## src/rtl/riscv_multicycle_controller.sv

```systemverilog
// Multi-cycle RISC-V control FSM: sequences fetch/decode/execute/memory/writeback
// and drives datapath selects, write enables and the ALU operation code.
// Optional build macro: RISCV_BNE_EN (branch funct3 001 handled as bne).
module riscv_multicycle_controller (
   input  logic       CLK,
   input  logic       RST,
   input  logic [6:0] op,
   input  logic [2:0] funct3,
   input  logic       funct7b5,
   input  logic       Zero,
   output logic [1:0] ALUControl_OP,
   output logic [1:0] ALUSrcA,
   output logic [1:0] ALUSrcB,
   output logic [1:0] ResultSrc,
   output logic [1:0] ImmSrc,
   output logic       AdrSrc,
   output logic       IRWrite,
   output logic       PCWrite,
   output logic       RegWrite,
   output logic       MemWrite,
   output logic       Illegal,
   output logic       Retire,
   output logic [3:0] o_dbg_state
);

   localparam logic [6:0] OP_LW   = 7'b0000011;
   localparam logic [6:0] OP_SW   = 7'b0100011;
   localparam logic [6:0] OP_R    = 7'b0110011;
   localparam logic [6:0] OP_I    = 7'b0010011;
   localparam logic [6:0] OP_BR   = 7'b1100011;
   localparam logic [6:0] OP_JAL  = 7'b1101111;

   typedef enum logic [3:0] {
      S_FETCH    = 4'd0,
      S_DECODE   = 4'd1,
      S_MEMADR   = 4'd2,
      S_MEMREAD  = 4'd3,
      S_MEMWB    = 4'd4,
      S_MEMWRITE = 4'd5,
      S_EXECUTER = 4'd6,
      S_EXECUTEI = 4'd7,
      S_ALUWB    = 4'd8,
      S_BEQ      = 4'd9,
      S_JAL      = 4'd10
   } state_t;

   state_t r_state;
   state_t w_next;

   logic [1:0] w_alusrca, w_alusrcb, w_resultsrc, w_aluop, w_alu_ctl, w_immsrc;
   logic       w_adrsrc, w_irwrite, w_regwrite, w_memwrite, w_illegal, w_retire;
   logic       w_pcupdate, w_branch, w_br_cond, w_f3_alu_ok, w_f3_br_ok;

   always_ff @(posedge CLK or posedge RST) begin
      if (RST) r_state <= S_FETCH;
      else     r_state <= w_next;
   end

   always_comb begin
      w_f3_alu_ok = (funct3 == 3'b000) || (funct3 == 3'b110) || (funct3 == 3'b111);
`ifdef RISCV_BNE_EN
      w_f3_br_ok  = (funct3 == 3'b000) || (funct3 == 3'b001);
      w_br_cond   = funct3[0] ? ~Zero : Zero;
`else
      w_f3_br_ok  = (funct3 == 3'b000);
      w_br_cond   = Zero;
`endif
   end

   always_comb begin
      w_next      = r_state;
      w_alusrca   = 2'b00;
      w_alusrcb   = 2'b00;
      w_resultsrc = 2'b00;
      w_aluop     = 2'b00;
      w_adrsrc    = 1'b0;
      w_irwrite   = 1'b0;
      w_regwrite  = 1'b0;
      w_memwrite  = 1'b0;
      w_illegal   = 1'b0;
      w_retire    = 1'b0;
      w_pcupdate  = 1'b0;
      w_branch    = 1'b0;
      case (r_state)
         S_FETCH: begin
            w_irwrite   = 1'b1;
            w_alusrcb   = 2'b10;
            w_resultsrc = 2'b10;
            w_pcupdate  = 1'b1;
            w_next      = S_DECODE;
         end
         S_DECODE: begin
            w_alusrca = 2'b01;
            w_alusrcb = 2'b01;
            w_next    = S_FETCH;
            case (op)
               OP_LW, OP_SW: w_next = S_MEMADR;
               OP_R:   if (w_f3_alu_ok) w_next = S_EXECUTER; else w_illegal = 1'b1;
               OP_I:   if (w_f3_alu_ok) w_next = S_EXECUTEI; else w_illegal = 1'b1;
               OP_BR:  if (w_f3_br_ok)  w_next = S_BEQ;      else w_illegal = 1'b1;
               OP_JAL: w_next = S_JAL;
               default: w_illegal = 1'b1;
            endcase
         end
         S_MEMADR: begin
            w_alusrca = 2'b10;
            w_alusrcb = 2'b01;
            // op[5] separates sw (0100011) from lw (0000011)
            w_next    = op[5] ? S_MEMWRITE : S_MEMREAD;
         end
         S_MEMREAD: begin
            w_adrsrc = 1'b1;
            w_next   = S_MEMWB;
         end
         S_MEMWB: begin
            w_resultsrc = 2'b01;
            w_regwrite  = 1'b1;
            w_retire    = 1'b1;
            w_next      = S_FETCH;
         end
         S_MEMWRITE: begin
            w_adrsrc   = 1'b1;
            w_memwrite = 1'b1;
            w_retire   = 1'b1;
            w_next     = S_FETCH;
         end
         S_EXECUTER: begin
            w_alusrca = 2'b10;
            w_aluop   = 2'b10;
            w_next    = S_ALUWB;
         end
         S_EXECUTEI: begin
            w_alusrca = 2'b10;
            w_alusrcb = 2'b01;
            w_aluop   = 2'b10;
            w_next    = S_ALUWB;
         end
         S_ALUWB: begin
            w_regwrite = 1'b1;
            w_retire   = 1'b1;
            w_next     = S_FETCH;
         end
         S_BEQ: begin
            w_alusrca = 2'b10;
            w_aluop   = 2'b01;
            w_branch  = 1'b1;
            w_retire  = 1'b1;
            w_next    = S_FETCH;
         end
         S_JAL: begin
            w_alusrca  = 2'b01;
            w_alusrcb  = 2'b10;
            w_pcupdate = 1'b1;
            w_next     = S_ALUWB;
         end
         default: w_next = S_FETCH;
      endcase
   end

   always_comb begin
      w_alu_ctl = 2'b00;
      case (w_aluop)
         2'b01: w_alu_ctl = 2'b01;
         2'b10: begin
            case (funct3)
               3'b000:  w_alu_ctl = (op[5] & funct7b5) ? 2'b01 : 2'b00;
               3'b110:  w_alu_ctl = 2'b11;
               3'b111:  w_alu_ctl = 2'b10;
               default: w_alu_ctl = 2'b00;
            endcase
         end
         default: w_alu_ctl = 2'b00;
      endcase
   end

   always_comb begin
      w_immsrc = 2'b00;
      case (op)
         OP_SW:   w_immsrc = 2'b01;
         OP_BR:   w_immsrc = 2'b10;
         OP_JAL:  w_immsrc = 2'b11;
         default: w_immsrc = 2'b00;
      endcase
   end

   // Reset forces every output low, so no enable leaks out mid-instruction.
   assign ALUControl_OP = RST ? 2'b00 : w_alu_ctl;
   assign ALUSrcA       = RST ? 2'b00 : w_alusrca;
   assign ALUSrcB       = RST ? 2'b00 : w_alusrcb;
   assign ResultSrc     = RST ? 2'b00 : w_resultsrc;
   assign ImmSrc        = RST ? 2'b00 : w_immsrc;
   assign AdrSrc        = ~RST & w_adrsrc;
   assign IRWrite       = ~RST & w_irwrite;
   assign PCWrite       = ~RST & (w_pcupdate | (w_branch & w_br_cond));
   assign RegWrite      = ~RST & w_regwrite;
   assign MemWrite      = ~RST & w_memwrite;
   assign Illegal       = ~RST & w_illegal;
   assign Retire        = ~RST & w_retire;
   assign o_dbg_state   = RST ? 4'd0 : r_state;

endmodule

```

## config.mk

```make
export PLATFORM = sky130hd
export DESIGN_NAME = riscv_multicycle_controller
export DESIGN_NICKNAME = d
export VERILOG_FILES = /design/src/rtl/riscv_multicycle_controller.sv
export SDC_FILE = /design/constraint.sdc
export NUM_CORES = 1
export LEC_CHECK = 0
export ABC_AREA = 0
export ABC_CLOCK_PERIOD_IN_PS = 5250
export CORE_MARGIN = 2
export CORE_UTILIZATION = 40
export DETAILED_ROUTE_END_ITERATION = 12
export HOLD_SLACK_MARGIN = 0.15
export PLACE_DENSITY = 0.87
export SETUP_SLACK_MARGIN = 0.5
export SLEW_MARGIN = 20
export SYNTH_ARGS = -nofsm -noshare
export SYNTH_HDL_FRONTEND = slang
export SYNTH_SLANG_ARGS = --single-unit
```

## constraint.sdc

```tcl
create_clock -name CLK -period 5.25 [get_ports CLK]
set_clock_uncertainty 0.2 [all_clocks]
set_input_delay 1.05 -clock CLK [delete_from_list [all_inputs] [get_ports CLK]]
set_output_delay 1.05 -clock CLK [all_outputs]
set_load 0.005 [all_outputs]
```

==> impl_metrics.json <==
{
  "finalSetupViolations": 0,
  "yosysTopAreaCell": "dfrtp_1",
  "cts_sinks": 4,
  "period_share_pct": 81.0,
  "synth_edf_count": 0,
  "tns_ns": 0,
  "gp_congestion": 0.854,
  "setup_ws_ns": 0.997,
  "regMostFlops": "r_state",
  "arrival_ns": 3.00,
  "largest_reg_flops": 4,
  "synth-async-reset-ratio_pct": 100,
  "cts_setup_buffers": 0,
  "via_per_inst": 5.62,
  "syn_avg_cell_area_um2": 7.01,
  "initial_core_util_pct": 41.6,
  "cts_tree": "yes",
  "drtIter0Drc": 24,
  "port_buffers": 34,
  "drc": 0,
  "mappedNetlistArea_um2": 694,
  "r2r-end": "r_state[3]",
  "cts.reportedPaths.clkPinSlew_ns": 0.04,
  "pre_cts_ws_ns": 0.996,
  "layout-drive-gt1-share_pct": 8.59,
  "crit_start": "op[3]",
  "antenna_found_initial": 0,
  "htree_levels": 1,
  "hp-class": "flop to flop",
  "grt_remaining_overflow": 0,
  "fmax_mhz": 235,
  "drv_slew": 0,
  "cts-hold-fix-buffers": 0,
  "drv_cap": 0,
  "clk_latency_ns": 0.24,
  "pin_count": 35,
  "synth_fp_nets": 115,
  "fin_crit_ns": 4.25,
  "synthTopCellsByCount": "nor2_1 (12), nand2_1 (9), nand2b_1 (8), nor2b_1 (7)",
  "rsz0062_at_grt": "false",
  "path_class": "input pin to output pin",
  "postRouteWirelength_um": 1770,
  "grt_util_all_layers_pct": 19.6,
  "synthToLayoutAreaGrowth_pct": 48.3,
  "crit_chain": "clkdlybuf4s50_1 > or3_4 > a2111oi_1 > clkdlybuf4s50_1",
  "clockBufferDepth": 2,
  "ant_nets": 0,
  "finalHoldViolations": 0,
  "die_y_um": 45.7,
  "synth_flop_cell": "dfrtp_1",
  "tightest_slew_ns": 0.537,
  "vias": 815,
  "chipWidth_um": 45.7,
  "netlist_instances": 99,
  "critPathLaunchType": "input pin",
  "wire_per_inst_um": 12.2,
  "cp_max_fo": 8,
  "yosysMostFrequentCell": "nor2_1",
  "synth_cell_types": 35,
  "end_kind": "output pin",
  "dr.pass1.iters": 5,
  "critPathMostFrequentCell": "clkdlybuf4s50_1",
  "critPathCapture": "ImmSrc[0]",
  "fin_nets": 146,
  "synth_top_area_share_pct": 14.4,
  "largestRegisters": "r_state x4",
  "synth_area_leaders": "dfrtp_1 (14%), nand2b_1 (7.2%), nor2_1 (6.5%)",
  "rrSetupSlack_ns": 3.40,
  "status": "finished, final reports clean",
  "utilization_pct": 61.6,
  "die_area_um2": 2090,
  "cts_buffers": 3,
  "required_ns": 4.00,
  "reg2regPathDepth": 4,
  "hpwl_um": 1350,
  "critPathBufInv": 2,
  "placedCellCount": 142,
  "cts.repair.resized": 0,
  "core_area_um2": 1670,
  "grt_pass1_vias": 769,
  "reg2reg_from": "r_state[2]",
  "path_depth": 4,
  "fin_cells": 145,
  "diodes": 0,
  "grt_max_degree": 17,
  "synth-seq-cells": 4,
  "critical-path-top-delay-family": "buffers and inverters",
  "relSlewSlack_pct": 64.1,
  "crit_slowest_cell": "clkdlybuf4s50_1",
  "peakVddDrop_mv": 0.0765,
  "synth_warnings": 0,
  "rows": 15,
  "grt_pass1_wl_um": 2990,
  "root_buffer": "clkbuf_4",
  "leakage_nw": 0.374,
  "p_per_area_nw_per_um2": 138,
  "seq_area_frac_synth_pct": 14.4,
  "slowest_delay_ns": 0.58
}
-- cell type report --
| cell class | count | area (um2) |
|---|---|---|
| Clock buffer | 3 | 22.5 |
| Fill cell | 153 | 641 |
| Inverter | 3 | 11.3 |
| Multi-Input combinational cell | 84 | 534 |
| Sequential cell | 4 | 100 |
| Tap cell | 17 | 21.3 |
| Timing Repair Buffer | 34 | 340 |
-- logic make-up (layout without fill, tap and decap cells) --
kind of cell,Yosys count,after routing,share of synthesized area [%]
adder cells (fa/ha/maj),2,2,3.60
XOR/XNOR,2,2,2.52
AO/OA/AOI/OAI,23,23,23.8
AND/OR/NAND/NOR,57,57,47.0
buffers and inverters,11,40,8.65
flip-flops,4,4,14.4
-- cell usage in the layout, fill, tap and decap left out --
cell type        instances
or3_4                    2
a211oi_1                 2
or3b_2                   1
o21a_1                   3
nor4_4                   1
clkdlybuf4s50_1         34
a21oi_1                  5
nor3_1                   2
a211oi_2                 1
inv_1                    3
nand3_1                  4
clkbuf_4                 3
nor4_1                   4
o211ai_1                 1
nand4_1                  1
or2_2                    1
a21oi_2                  1
o22ai_1                  1
ha_1                     2
nand2b_1                 8
o21ai_0                  5
o21ai_1                  1
xor2_1                   2
and3_1                   2
nor2_1                  12
nand2_1                  9
nand3b_1                 2
nor2b_1                  7
dfrtp_1                  4
o2111a_1                 1
and2_1                   1
a2111oi_1                1
o41ai_2                  1
-- per-layer routing --
metal	track usage (%)	share of wire [%]	up-vias
met1	21.6	42	356
met5	0	0	-
met3	3.17	6.7	4
li1	-	-	411
met2	34.4	50	44
met4	12.4	1.6	0
-- report_power, final --
| part | switching [mW] | leakage [nW] | total (mW) | internal (mW) |
|---|---|---|---|---|
| sequential | 0.00574 | 0.0553 | 0.0385 | 0.0328 |
| clock | 0.0130 | 0.0138 | 0.0386 | 0.0256 |
| combinational | 0.0281 | 0.305 | 0.0651 | 0.0370 |
-- worst min path at each step --
stage	from	end	slack (ns)	cells after the start
global route	r_state[2]	r_state[2]	0.64	1
global placement	r_state[2]	r_state[2]	0.54	1
CTS	r_state[2]	r_state[2]	0.55	1
floorplan	r_state[1]	r_state[2]	0.42	3
detailed placement	r_state[2]	r_state[2]	0.54	1
finish	r_state[2]	r_state[2]	0.55	1
-- metrics by stage --
step	hold WS, ns	instance area [um2]	total power [mW]
2_1_floorplan	0.417	694	0.0722
4_1_cts	0.550	1030	0.143
6_report	0.549	1030	0.142
3_5_place_dp	0.544	1010	0.104
5_1_grt	0.638	1030	0.154
3_3_place_gp	0.537	1010	0.102
Power figures use the tool's default switching activity.
